--- src/rtl/reaction_controller_if.sv ---
// Signals between the reaction sequencer, the player button and the reaction datapath.
// The master modport is the controller side; the slave modport is the button/datapath side.
interface reaction_controller_if;
    logic        iButton;
    logic        iCountComplete;
    logic [11:0] iUpCount;
    logic        oStart_down_count;
    logic        oStart_up_count;
    logic        oLoad_score;
    logic [1:0]  oScreen;
    logic        oEarly;
    logic        oTimeout;
    logic [2:0]  oRound;
    logic        oDone;

    modport master (
        input  iButton, iCountComplete, iUpCount,
        output oStart_down_count, oStart_up_count, oLoad_score, oScreen,
        output oEarly, oTimeout, oRound, oDone
    );

    modport slave (
        output iButton, iCountComplete, iUpCount,
        input  oStart_down_count, oStart_up_count, oLoad_score, oScreen,
        input  oEarly, oTimeout, oRound, oDone
    );
endinterface

--- src/rtl/reaction_controller.sv ---
// Reaction-time benchmark sequencer: arms the random delay, times the reaction, loads the score,
// flags false starts and timeouts, counts rounds and selects the display screen.
module reaction_controller #(
    parameter int unsigned ARM_CYCLES  = 50000,
    parameter int unsigned HOLD_CYCLES = 25000000,
    parameter int unsigned TIMEOUT_MS  = 2000,
    parameter int unsigned NUM_ROUNDS  = 5
) (
    input logic                  clk,
    input logic                  iReset,
    reaction_controller_if.master bus
);

    localparam logic [24:0] ArmLast    = 25'(ARM_CYCLES - 1);
    localparam logic [24:0] HoldLen    = 25'(HOLD_CYCLES);
    localparam logic [11:0] TimeoutVal = 12'(TIMEOUT_MS);
    localparam logic [2:0]  RoundsVal  = 3'(NUM_ROUNDS);

    typedef enum logic [2:0] {
        StIdle, StArm, StWait, StGo, StLoad, StResult, StEarly, StDone
    } state_e;

    state_e      state_q, state_d;
    logic        btn_sync1_q, btn_sync2_q, btn_prev_q;
    logic        cc_sample_q, cc_prev_q;
    logic [24:0] cnt_q, cnt_d;
    logic [2:0]  round_q, round_d;
    logic        timeout_q, timeout_d;

    logic        press, cc_rise, arm_done, hold_done, up_expired;
    logic [2:0]  round_inc;

    always_ff @(posedge clk) begin
        if (iReset) begin
            state_q     <= StIdle;
            btn_sync1_q <= 1'b0;
            btn_sync2_q <= 1'b0;
            btn_prev_q  <= 1'b0;
            // Both set so a flag already high when reset releases never reads as a new edge.
            cc_sample_q <= 1'b1;
            cc_prev_q   <= 1'b1;
            cnt_q       <= '0;
            round_q     <= '0;
            timeout_q   <= 1'b0;
        end else begin
            state_q     <= state_d;
            btn_sync1_q <= bus.iButton;
            btn_sync2_q <= btn_sync1_q;
            btn_prev_q  <= btn_sync2_q;
            cc_sample_q <= bus.iCountComplete;
            cc_prev_q   <= cc_sample_q;
            cnt_q       <= cnt_d;
            round_q     <= round_d;
            timeout_q   <= timeout_d;
        end
    end

    assign press      = btn_sync2_q & ~btn_prev_q;
    assign cc_rise    = cc_sample_q & ~cc_prev_q;
    assign arm_done   = (cnt_q == ArmLast);
    assign hold_done  = (cnt_q >= HoldLen);
    assign up_expired = (bus.iUpCount >= TimeoutVal);
    assign round_inc  = (round_q == 3'd7) ? round_q : round_q + 3'd1;

    always_comb begin
        state_d   = state_q;
        round_d   = round_q;
        timeout_d = timeout_q;
        unique case (state_q)
            StIdle: begin
                if (press) state_d = StArm;
            end
            StArm: begin
                if (press)         state_d = StEarly;
                else if (arm_done) state_d = StWait;
            end
            StWait: begin
                if (press)        state_d = StEarly;
                else if (cc_rise) state_d = StGo;
            end
            StGo: begin
                if (press) begin
                    state_d = StLoad;
                end else if (up_expired) begin
                    state_d   = StResult;
                    timeout_d = 1'b1;
                    round_d   = round_inc;
                end
            end
            StLoad: begin
                state_d = StResult;
                round_d = round_inc;
            end
            StResult: begin
                if (hold_done && press) begin
                    state_d   = (round_q == RoundsVal) ? StDone : StArm;
                    timeout_d = 1'b0;
                end
            end
            StEarly: begin
                if (hold_done && press) state_d = StArm;
            end
            StDone: begin
                if (press) begin
                    state_d = StIdle;
                    round_d = '0;
                end
            end
        endcase
    end

    // One shared timer serves ARM and the RESULT/EARLY hold; it restarts on every state change.
    always_comb begin
        cnt_d = cnt_q;
        if (state_d != state_q) begin
            cnt_d = '0;
        end else if (cnt_q != '1) begin
            cnt_d = cnt_q + 25'd1;
        end
    end

    always_comb begin
        bus.oStart_down_count = 1'b0;
        bus.oStart_up_count   = 1'b1;
        bus.oLoad_score       = 1'b0;
        bus.oScreen           = 2'd0;
        bus.oEarly            = 1'b0;
        bus.oDone             = 1'b0;
        bus.oTimeout          = timeout_q & (state_q == StResult);
        bus.oRound            = round_q;
        unique case (state_q)
            StIdle:   bus.oScreen = 2'd0;
            StArm: begin
                bus.oStart_down_count = 1'b1;
                bus.oScreen           = 2'd1;
            end
            StWait:   bus.oScreen = 2'd1;
            StGo: begin
                bus.oStart_up_count = 1'b0;
                bus.oScreen         = 2'd2;
            end
            StLoad: begin
                bus.oStart_up_count = 1'b0;
                bus.oLoad_score     = 1'b1;
                bus.oScreen         = 2'd2;
            end
            StResult: bus.oScreen = 2'd3;
            StEarly: begin
                bus.oScreen = 2'd3;
                bus.oEarly  = 1'b1;
            end
            StDone:   bus.oDone = 1'b1;
        endcase
    end

endmodule

--- src/flat_wrapper.sv ---
// flat-port wrapper written by rule: the top's interface ports become plain ports
module reaction_controller_flat 
#(
    parameter int unsigned ARM_CYCLES  = 50000,
    parameter int unsigned HOLD_CYCLES = 25000000,
    parameter int unsigned TIMEOUT_MS  = 2000,
    parameter int unsigned NUM_ROUNDS  = 5
)
  (clk, iReset, bus_iButton, bus_iCountComplete, bus_iUpCount, bus_oStart_down_count, bus_oStart_up_count, bus_oLoad_score, bus_oScreen, bus_oEarly, bus_oTimeout, bus_oRound, bus_oDone);
  reaction_controller_if bus_i ();
  input logic clk;
  input logic iReset;
  input wire logic [$bits(bus_i.iButton)-1:0] bus_iButton;
  input wire logic [$bits(bus_i.iCountComplete)-1:0] bus_iCountComplete;
  input wire logic [$bits(bus_i.iUpCount)-1:0] bus_iUpCount;
  output wire logic [$bits(bus_i.oStart_down_count)-1:0] bus_oStart_down_count;
  output wire logic [$bits(bus_i.oStart_up_count)-1:0] bus_oStart_up_count;
  output wire logic [$bits(bus_i.oLoad_score)-1:0] bus_oLoad_score;
  output wire logic [$bits(bus_i.oScreen)-1:0] bus_oScreen;
  output wire logic [$bits(bus_i.oEarly)-1:0] bus_oEarly;
  output wire logic [$bits(bus_i.oTimeout)-1:0] bus_oTimeout;
  output wire logic [$bits(bus_i.oRound)-1:0] bus_oRound;
  output wire logic [$bits(bus_i.oDone)-1:0] bus_oDone;
  assign bus_i.iButton = bus_iButton;
  assign bus_i.iCountComplete = bus_iCountComplete;
  assign bus_i.iUpCount = bus_iUpCount;
  assign bus_oStart_down_count = bus_i.oStart_down_count;
  assign bus_oStart_up_count = bus_i.oStart_up_count;
  assign bus_oLoad_score = bus_i.oLoad_score;
  assign bus_oScreen = bus_i.oScreen;
  assign bus_oEarly = bus_i.oEarly;
  assign bus_oTimeout = bus_i.oTimeout;
  assign bus_oRound = bus_i.oRound;
  assign bus_oDone = bus_i.oDone;
  reaction_controller #(.ARM_CYCLES(ARM_CYCLES), .HOLD_CYCLES(HOLD_CYCLES), .TIMEOUT_MS(TIMEOUT_MS), .NUM_ROUNDS(NUM_ROUNDS)) u_core (.clk(clk), .iReset(iReset), .bus(bus_i));
endmodule
--- config.mk ---
export PLATFORM = sky130hd
export DESIGN_NAME = reaction_controller_flat
export DESIGN_NICKNAME = d
export VERILOG_FILES = /design/src/rtl/reaction_controller_if.sv /design/src/rtl/reaction_controller.sv /design/src/flat_wrapper.sv
export SDC_FILE = /design/constraint.sdc
export NUM_CORES = 1
export LEC_CHECK = 0
export CAP_MARGIN = 25
export CORE_MARGIN = 3
export CORE_UTILIZATION = 56
export DETAILED_ROUTE_END_ITERATION = 7
export PLACE_DENSITY_LB_ADDON = 0.15
export SKIP_LAST_GASP = 1
export SYNTH_ARGS = -nofsm -noshare
export SYNTH_HDL_FRONTEND = slang
export SYNTH_SLANG_ARGS = --single-unit
--- constraint.sdc ---
create_clock -name clk -period 2.15 [get_ports clk]
set_clock_uncertainty 0.05 [all_clocks]
set_input_delay 0.215 -clock clk [delete_from_list [all_inputs] [get_ports clk]]
set_output_delay 0.215 -clock clk [all_outputs]
set_load 0.02 [all_outputs]
# == Yosys cells after proc, flatten, opt, wreduce, memory -nomap -nowiden ==
# Index checks and enable logic that the tools add are counted.
# op_classes
n_addsub,2
order_cmp,2
n_eq_ne,16
mux,27
bitwise_logic,5
reduce_logical,10
# op_table
cell,count
two-way mux 3 bit,15
"adder 25 x 1 -> 25 bit, second input constant",1
"equality test 25 x 16 -> 1 bit, second input constant",1
"greater-or-equal comparator 25 bit, second input constant",1
"inequality test 25 bit, second input constant",1
one-hot mux 3 bit (8 select lines),1
"equality test 3 bit, second input constant",6
"greater-or-equal comparator 12 x 11 -> 1 bit, second input constant",1
one-hot mux 3 bit (3 select lines),1
two-way mux 1 bit,8
AND reduction 4 bit,2
OR reduction 2 bit,4
"equality test 3 x 2 -> 1 bit, second input constant",2
"inequality test 2 x 1 -> 1 bit, second input constant",3
one-hot mux 2 bit (3 select lines),1
"adder 3 x 1 -> 3 bit, second input constant",1
bitwise AND 1 bit,3
"equality test 3 x 1 -> 1 bit, second input constant",1
zero test 3 bit,1
inequality test 3 bit,1
nonzero test 3 bit,1
"inequality test 2 bit, second input constant",1
inverter 1 bit,2
one-hot mux 1 bit (2 select lines),1
other kinds (2),2
# totals
regBits,37
input_bits,16
output_inout_bits,11

# == Longest topological paths before layout ==
# Gate-level depths: netlist (run 1).
# logic_depth
depth_word,7
mapped_depth,9
depth_no_buf,7

# == Worst setup path after synthesis (run 1) ==
# OpenSTA, ideal clock, no wires.
# synth_timing
path_type,register -> register
startpoint,reg u_core.cnt_q[7]
endpoint,reg u_core.cnt_q[0]
setup_ns,0.073
arrival_ns,1.769
t_required_ns,2.027
setup_slack_ns,0.258
stages_incl_launch_ff,8
path_buffers,1
cell_sequence,dfxtp_1 > or4_1 > o311ai_2 > o211ai_2 > nand3_2 > o21ai_4 > buf_6 > nor3_2
# synth_between
elab_chain_len,6
word_cells_on_any_way,11
classes_between,1 x order compare; 3 x eq/ne; 5 x mux; 2 x reduce/logical
# synth_lines
item,line_no,rtl
from (decl),reaction_controller.sv:26,"logic [24:0] cnt_q, cnt_d;"
from (signal assigned),reaction_controller.sv:52,cnt_q <= cnt_d;
greater-or-equal comparator 25 bit / equality test 25 x 16 -> 1 bit (equally long branches),"reaction_controller.sv:61, reaction_controller.sv:60",
logical AND 1 bit / two-way mux 3 bit (equally long branches),"reaction_controller.sv:95, reaction_controller.sv:101, reaction_controller.sv:75",
two-way mux 3 bit (on tied branches),"reaction_controller.sv:101, reaction_controller.sv:74, reaction_controller.sv:95",
one-hot mux 3 bit (8 select lines),reaction_controller.sv:69,unique case (state_q)
inequality test 3 bit,reaction_controller.sv:115,if (state_d != state_q) begin
OR reduction 2 bit (no line),-,
# Parallel ways exist; a longest one is shown, timed or not.
# A chain may end at the register's enable or synchronous reset.

# == Worst setup path after layout (run 1) ==
# layout_timing
startpoint,reg u_core.cnt_q[7]
endpoint,reg u_core.cnt_q[2]
# Same word-level chain as after synthesis.

==> results of run 1 <==
## final cells by class
class                      instances  area (um^2)  share of cell area [%]
timing repair buffer              49          460                    16.3
tap                               48         60.1                    2.13
inverter                          11         41.3                    1.46
sequential                        37          742                    26.3
multi-input combinational        198         1400                    49.8
clock buffer                       6         72.6                    2.57
clock inverter                     2         38.8                    1.38
## through the flow
stage / setup slack [ps] / cell area, um^2 / hold slack (ps) / cells
floorplan: 258 / 2310 / 234 / 264
global placement: 99.5 / 2690 / 368 / 343
detailed placement: 34.0 / 2690 / 376 / 343
CTS: 17.3 / 2800 / 395 / 351
global route: -79.7 / 2820 / 413 / 351
finish: 76.8 / 2820 / 390 / 351
## registers in the layout (all words and copies together) (netlist names)
signal              cells
u_core.btn_sync2_q      1
u_core.state_q          3
u_core.bus.oRound       3
u_core.cc_sample_q      1
u_core.btn_sync1_q      1
u_core.timeout_q        1
u_core.cc_prev_q        1
u_core.cnt_q           25
u_core.btn_prev_q       1
## layout by cell type (no fill, tap or decap), types with 5 or more instances in the layout
cell type / n
sky130_fd_sc_hd__a21oi_1: 7
sky130_fd_sc_hd__and3_1: 7
sky130_fd_sc_hd__buf_4: 23
sky130_fd_sc_hd__clkbuf_8: 5
sky130_fd_sc_hd__clkdlybuf4s50_1: 20
sky130_fd_sc_hd__dfxtp_1: 36
sky130_fd_sc_hd__ha_1: 5
sky130_fd_sc_hd__inv_1: 11
sky130_fd_sc_hd__nand2_1: 16
sky130_fd_sc_hd__nand3_1: 8
sky130_fd_sc_hd__nand4_1: 9
sky130_fd_sc_hd__nor2_1: 22
sky130_fd_sc_hd__nor2b_1: 5
sky130_fd_sc_hd__nor3_1: 17
sky130_fd_sc_hd__nor3_2: 20
sky130_fd_sc_hd__o21ai_0: 5
sky130_fd_sc_hd__xnor2_1: 22
## logic make-up (layout without fill, tap and decap cells)
family,count (synthesis),count (layout),share of synthesized area [%]
flops,37,37,32.1
buf+inv,29,68,7.38
simple gates,132,132,35.9
compound gates,33,33,11.0
xor+xnor,24,24,9.12
fa+ha+maj,5,5,2.71
mux,4,4,1.74
## where the power goes
| part | switching [W] | internal, W | total, W | leakage [nW] |
|---|---|---|---|---|
| Sequential | 0.0000185 | 0.000709 | 0.000728 | 0.300 |
| Combinational | 0.000123 | 0.000100 | 0.000223 | 0.701 |
| Clock | 0.000249 | 0.000348 | 0.000597 | 0.0554 |
## worst max-delay path by stage
stage	cells past startpoint	endpoint	slack, ps	startpoint
final	7	u_core.cnt_q[2]	80	u_core.cnt_q[7]
after global routing	7	u_core.cnt_q[2]	-80	u_core.cnt_q[7]
after CTS	7	u_core.cnt_q[9]	20	u_core.cnt_q[7]
after detailed placement	7	u_core.cnt_q[9]	30	u_core.cnt_q[7]
after global placement	7	u_core.cnt_q[11]	100	u_core.cnt_q[7]
after floorplan	7	u_core.cnt_q[0]	260	u_core.cnt_q[7]
## per-layer routing
layer  global-route usage (%)  routed length (um)  vias up
met3                     5.76                 296        7
met4                     7.66                  69        0
li1                         -                   -     1020
met5                        0                   0        -
met2                     33.8                2370       51
met1                     28.4                2330      970
## cells in the mapped netlist (3+ instances only)
library cell / instances / area share, %
sky130_fd_sc_hd__dfxtp_1: 37 / 32
sky130_fd_sc_hd__nor2_1: 23 / 3.7
sky130_fd_sc_hd__xnor2_1: 22 / 8.4
sky130_fd_sc_hd__nor3_2: 20 / 8.7
sky130_fd_sc_hd__nor3_1: 17 / 3.7
sky130_fd_sc_hd__nand2_1: 16 / 2.6
sky130_fd_sc_hd__inv_1: 11 / 1.8
sky130_fd_sc_hd__nand4_1: 9 / 2.4
sky130_fd_sc_hd__buf_6: 8 / 3.9
sky130_fd_sc_hd__nand3_1: 8 / 1.7
sky130_fd_sc_hd__a21oi_1: 7 / 1.5
sky130_fd_sc_hd__and3_1: 7 / 1.9
sky130_fd_sc_hd__clkbuf_1: 6 / 0.98
sky130_fd_sc_hd__ha_1: 5 / 2.7
sky130_fd_sc_hd__nor2b_1: 5 / 1.4
sky130_fd_sc_hd__nor4_1: 5 / 1.4
sky130_fd_sc_hd__o21ai_0: 5 / 1.1
sky130_fd_sc_hd__a31oi_1: 4 / 1.1
sky130_fd_sc_hd__and4_1: 4 / 1.5
sky130_fd_sc_hd__mux2i_1: 4 / 1.7
sky130_fd_sc_hd__buf_1: 3 / 0.49
sky130_fd_sc_hd__nor4b_1: 3 / 1.1
sky130_fd_sc_hd__or2_2: 3 / 0.81
## what timing repair did
item	CTS	global route
endpoints found under the hold margin	0	0
resized for setup	0	7
buffers inserted	0	0
setup endpoints to repair	0	29
## critical path, stage by stage, from the launching register on
cell                       delay (ps)
sky130_fd_sc_hd__dfxtp_1          320
sky130_fd_sc_hd__or4_1            550
sky130_fd_sc_hd__o311ai_2         260
sky130_fd_sc_hd__o211ai_2         160
sky130_fd_sc_hd__nand2_1          100
sky130_fd_sc_hd__nand3_2           90
sky130_fd_sc_hd__buf_12           190
sky130_fd_sc_hd__nor4_1           240
==> impl_summary.md, run 1 <==
Setup path
The kind of capture point of the worst setup path is a flop. The critical setup path kind is flop to flop. The worst-path maximum fanout is 25. The arrival time reported for the critical path endpoint is 2230 ps. For the worst flop-to-flop path, the logic depth is 7. The endpoint identified for the worst register-to-register timing path is u_core.cnt_q[2]. The setup check on the worst reg-to-reg path leaves a slack of 80 ps. In this run the critical register-to-register path is launched from u_core.cnt_q[7]. The worst setup path is launched from a flop. The required time of the critical path is 2300 ps.

Timing
At the pin with the least slew margin, the transition time is 402 ps. The number of hold-slack violations in the final timing report came to 0. Setup total negative slack on the finished layout was measured at 0 ps. The count of pins over their slew limit is 0. The ratio of final minimum period to clock period is 96.4%. For the finished layout, the period the worst path requires is 2070 ps. Setup repair after global routing could not meet its margin everywhere. The setup violation total in the final timing report is 0. The highest clock frequency the design can meet is 482 MHz. The relative max-transition margin is 72.8%.

Drt
The final route contains 2,048 vias. The number of antenna-violating nets in the routed design is 0. Dividing the detail-routed via count by the number of cells gives 5.83. The post-route DRC violation count is 0. The detail-routed net length per standard cell is 14.4 um. The detailed router's first-iteration violation count is 148. The overall routed net length is 5.06 mm. The number of detailed-route iterations in the first pass is 4.

Synthesis
The per-instance average area after synthesis is 8.73 um^2. The post-synthesis cell area is 2310 um^2. Yosys printed 0 warnings. The number of unique standard cell types used by synthesis is 50. The fraction of registers with async set/reset is 0%.

For this run, the leading register cell type out of synthesis is sky130_fd_sc_hd__dfxtp_1. The number of nets produced by synthesis is 285. The number of enable-type register cells in the synthesized netlist is 0. Counting flops and latches in the post-synthesis netlist gives 37. For this run, the register share of the synthesized area comes to 32.1%.

The synthesized netlist cell count is 264.

Die
The total die area is 4920 um^2. Pin placement for this block handled 27 I/O pins. The initial standard-cell utilization of the core is 60.3%. In this run the horizontal extent of the chip is 70.2 um. From bottom edge to top edge, the die measures 70.2 um.

The placement row count is 22. The floorplan step defined a core boundary enclosing 3830 um^2.

Global routing
The first global-routing pass estimated 8.61 mm of wire. The maximum number of pins on one net before global-route repair is 26. The via count of the first global-routing pass is 1,887. The total overflow left after global routing is 0.

The combined global-route utilization of all metal layers is 21.5%. The number of antenna violations at the first check in global routing was 0.

Clocking
At the later pin of the worst-skew pair, clock insertion delay measures 300 ps. The CTS buffer count is 5. The post-CTS clock slew at the launch and capture registers of the worst setup and hold paths is 80 ps.

The H-tree was split into 2 levels. In this run the clock root is driven by a sky130_fd_sc_hd__clkbuf_8. The worst-case clock buffer depth is 2. Buffers inserted to repair hold after CTS numbered 0.

The clock sink count is 37. TritonCTS built the clock tree.

Min path
Along the worst hold path, the cell count comes to 1. The worst hold path terminates at u_core.btn_sync2_q. The start point of the worst min-delay path is u_core.btn_sync1_q. The worst hold path belongs to the class flop to flop.

Place
At the end of routability-driven placement, the weighted congestion stood at 0.908. The estimated wirelength of the detail-placed design is 3.78 mm. The number of port buffers is 22.

Final layout
Relative to the synthesized area, the layout overhead comes to 22.2%. The count of inserted antenna diode cells is 0. Cells with a size suffix above 1 make up 23.1% of the layout. The layout filler cell count is 303. At the end of the flow the core is filled with cells to 73.7%.

The count of nets after finishing is 323.

Power and ir drop
The largest voltage drop on the vdd net is 0.000517 V. Overall power consumption after layout is estimated at 0.00155 W. For this design the ratio of total power to cell area is 549 nW/um^2. The analysis attributes to cell leakage a power of 1.06 nW.

Outcome
The run finished with clean final reports.

Run
Max-cap violations in this run came to 0.
Power figures use the tool's default switching activity.
==> run 2, diff against run 1 <==
- CORE_UTILIZATION: 56 -> 35
==> run 2 against run 1 <==
Non-clock buffer count increased by 11. Clock power shrank 12%. Highest routed layer unchanged. First-iteration DRC count shrank 30%. Final cell count rose by 11%. Routed wire length rose by 5.0%. Design area up 5.5%. Power down 3.1%. Sequential power hardly changed. Sequential share of layout area fell by 1.4 points. Largest cell class unchanged.
==> impl_summary.md, run 2 (same netlist as run 1, synthesis figures left out) <==
Outcome
The run finished with clean final reports.

Clocking
The CTS buffer count is 5 (unchanged). The clock sink count is 37 (unchanged). The latest clock arrival within the worst-skew pair came to 300 ps (about the same). The count of hold buffers inserted by post-cts repair came to 0 (unchanged). The buffer type at the clock tree root is sky130_fd_sc_hd__clkbuf_8. The clock tree from TritonCTS is built. The worst-case clock buffer depth was 2 (unchanged). The post-CTS clock slew at the launch and capture registers of the worst setup and hold paths was 90 ps (about the same). The number of H-tree levels is 2 (unchanged).

Final layout
The count of inserted antenna diode cells is 0 (unchanged). The count of non-filler cells in the finished layout came to 389 (+11%). The register name with the most flops is u_core.cnt_q.

In the layout the commonest cells are sky130_fd_sc_hd__dfxtp_1 (36), sky130_fd_sc_hd__buf_4 (33), sky130_fd_sc_hd__nor2_1 (22), sky130_fd_sc_hd__xnor2_1 (22). The count of nets after finishing was 334 (+3.4%). The fraction of final layout cells sized beyond drive strength 1 came to 27.4% (+4.3 points). The area growth from synthesis to layout is 29.0%.

The flip-flop count of the largest register, all copies and words added is 25 (unchanged). The leading cell type in the layout, fill and taps excluded is sky130_fd_sc_hd__dfxtp_1.

Setup path
The arrival time reported for the critical path endpoint was 2240 ps (about the same). Traced cell by cell, the critical path runs through or4_4 -> o311ai_2 -> o211ai_2 -> nand2_1 -> nand3_2 -> buf_12 -> nor4_1. The kind of capture point of the worst setup path is a flop. The cell family contributing the most delay on the critical path is simple AND/OR/NAND/NOR gates. The cell at the slowest stage of the critical path is sky130_fd_sc_hd__or4_4.

The length in cells of the worst reg-to-reg path is 7 (unchanged). The maximum cell stage delay along the critical path is 540 ps (about the same). The startpoint identified for the worst register-to-register timing path is u_core.cnt_q[7].

The kind of start point of the critical path is a flop. The critical setup path kind is flop to flop. The worst-path maximum fanout is 14 (-44%).

The required time of the critical path was 2320 ps (+20 ps). The most critical setup path has its endpoint at u_core.cnt_q[2]. The worst register-to-register path ends at u_core.cnt_q[2]. The critical path depth in cells is 7 (unchanged). The internal reg-to-reg setup slack came to 80 ps (about the same).

Tracing the worst setup path back leads to its startpoint at u_core.cnt_q[7]. The number of buffer and inverter instances along the worst setup path came to 1 (unchanged).

Global routing
The global-route wire length before repair is 8.98 mm (+4.3%). The combined global-route utilization of all metal layers is 14.9% (-6.6 points). The global-route congestion overflow total was 0 (unchanged). The number of antenna violations at the first check in global routing was 0 (unchanged). The maximum number of pins on one net before global-route repair is 19 (-27%). The via count of the first global-routing pass is 1,869 (-0.95%).

Drt
The number of detailed-route iterations in the first pass is 4 (unchanged). The vias per cell is 5.16 (-12%). The detail-routed net length per standard cell is 13.7 um (-5.3%). The detailed router's first-iteration violation count is 103 (-30%). The number of antenna-violating nets in the routed design came to 0 (unchanged). The vias after detailed routing came to 2,006 (-2.1%). The post-route DRC violation count is 0 (unchanged). The overall routed net length is 5.31 mm (+5.0%).

Power and ir drop
The largest voltage drop on the vdd net is 0.000371 V (-28%). The power per cell area is 504 nW/um^2 (-8.2%). The leakage dissipation is 1.10 nW (+3.9%).

Timing
The highest clock frequency the design can meet is 483 MHz (about the same). The setup violation total in the final timing report is 0 (unchanged). The ratio of final minimum period to clock period is 96.3% (about the same).

The setup slack after layout is 78.5 ps (+1.75 ps). The count of pins over their slew limit is 0 (unchanged). The shortest clock period the worst path allows after layout is 2070 ps (-1.75 ps). The number of hold-slack violations in the final timing report was 0 (unchanged).

The transition time at the pin with the least slew margin is 358 ps (-43.3 ps). The relative max-transition margin was 75.8% (+2.9 points).

Die
The total die area is 7600 um^2 (+54%). The placeable core area is 6130 um^2 (+60%). The vertical extent of the die came to 87.2 um (+24%). The total I/O pin count was 27 (unchanged).

The initial standard-cell utilization of the core is 37.6% (-23 points). The x dimension of the die is 87.2 um (+24%). The placement row count is 28 (+27%).

Min path
The instance count along the most critical hold path is 1 (unchanged). The start point of the worst min-delay path is u_core.btn_sync1_q. The worst hold path belongs to the class flop to flop.

Place
The worst slack at placement is -20.8 ps (-54.8 ps). The cell count after placement is 378 (+10%). The routability-driven placement congestion ratio came to 0.848 (-6.7%). The number of port buffers is 22 (unchanged). The estimated wirelength of the detail-placed design is 3.96 mm (+4.8%).

Run
The max-cap violation count is 0 (unchanged).
## run 2: what timing repair did
action                                  in CTS  in global routing
pin swaps                                    1                  9
resized for setup                            2                 10
setup buffers                                2                  1
endpoints found under the setup margin      22                 31
## run 2: layout make-up
class                   count  area [um^2]
well taps                  75         93.8
multi-input cells         198         1440
inverters                  11         41.3
flip-flops and latches     37          742
repair buffers             60          561
clock buffers               5         68.8
clock inverters             3         25.0
fillers                   615         3160
## run 2: worst min-delay path by stage
stage	slack [ps]	to
floorplan	230	u_core.state_q[1]
global placement	370	u_core.btn_sync2_q
detailed placement	380	u_core.btn_sync2_q
CTS	400	u_core.btn_sync2_q
global route	410	u_core.btn_sync2_q
finish	390	u_core.btn_sync2_q
## run 2: metrics by stage
| stage | hold slack (ps) | TNS [ps] | utilization (%) | cell area [um^2] | power (W) |
|---|---|---|---|---|---|
| 2_1_floorplan | 234 | 0 | - | 2310 | 0.000884 |
| 3_3_place_gp | 370 | -373 | 45.7 | 2800 | 0.000982 |
| 3_5_place_dp | 378 | -223 | 45.7 | 2800 | 0.000986 |
| 4_1_cts | 400 | 0 | 47.5 | 2910 | 0.00152 |
| 5_1_grt | 407 | -8.94 | 48.5 | 2970 | 0.00158 |
| 6_report | 394 | 0 | 48.5 | 2970 | 0.00150 |
## run 2: layer usage
metal  GRT usage (%)  wire (um)  part of all wire (%)
met2            22.6       2360                    44
met3            2.84        180                   3.4
met1            21.1       2700                    51
met5               0          0                     0
met4            5.02         72                   1.4
## run 2: power by group
group          switching (W)  total, W  leakage, nW  internal, W
clock network       0.000290  0.000524       0.0447     0.000234
logic               0.000128  0.000250        0.753     0.000122
registers          0.0000162  0.000725        0.300     0.000709
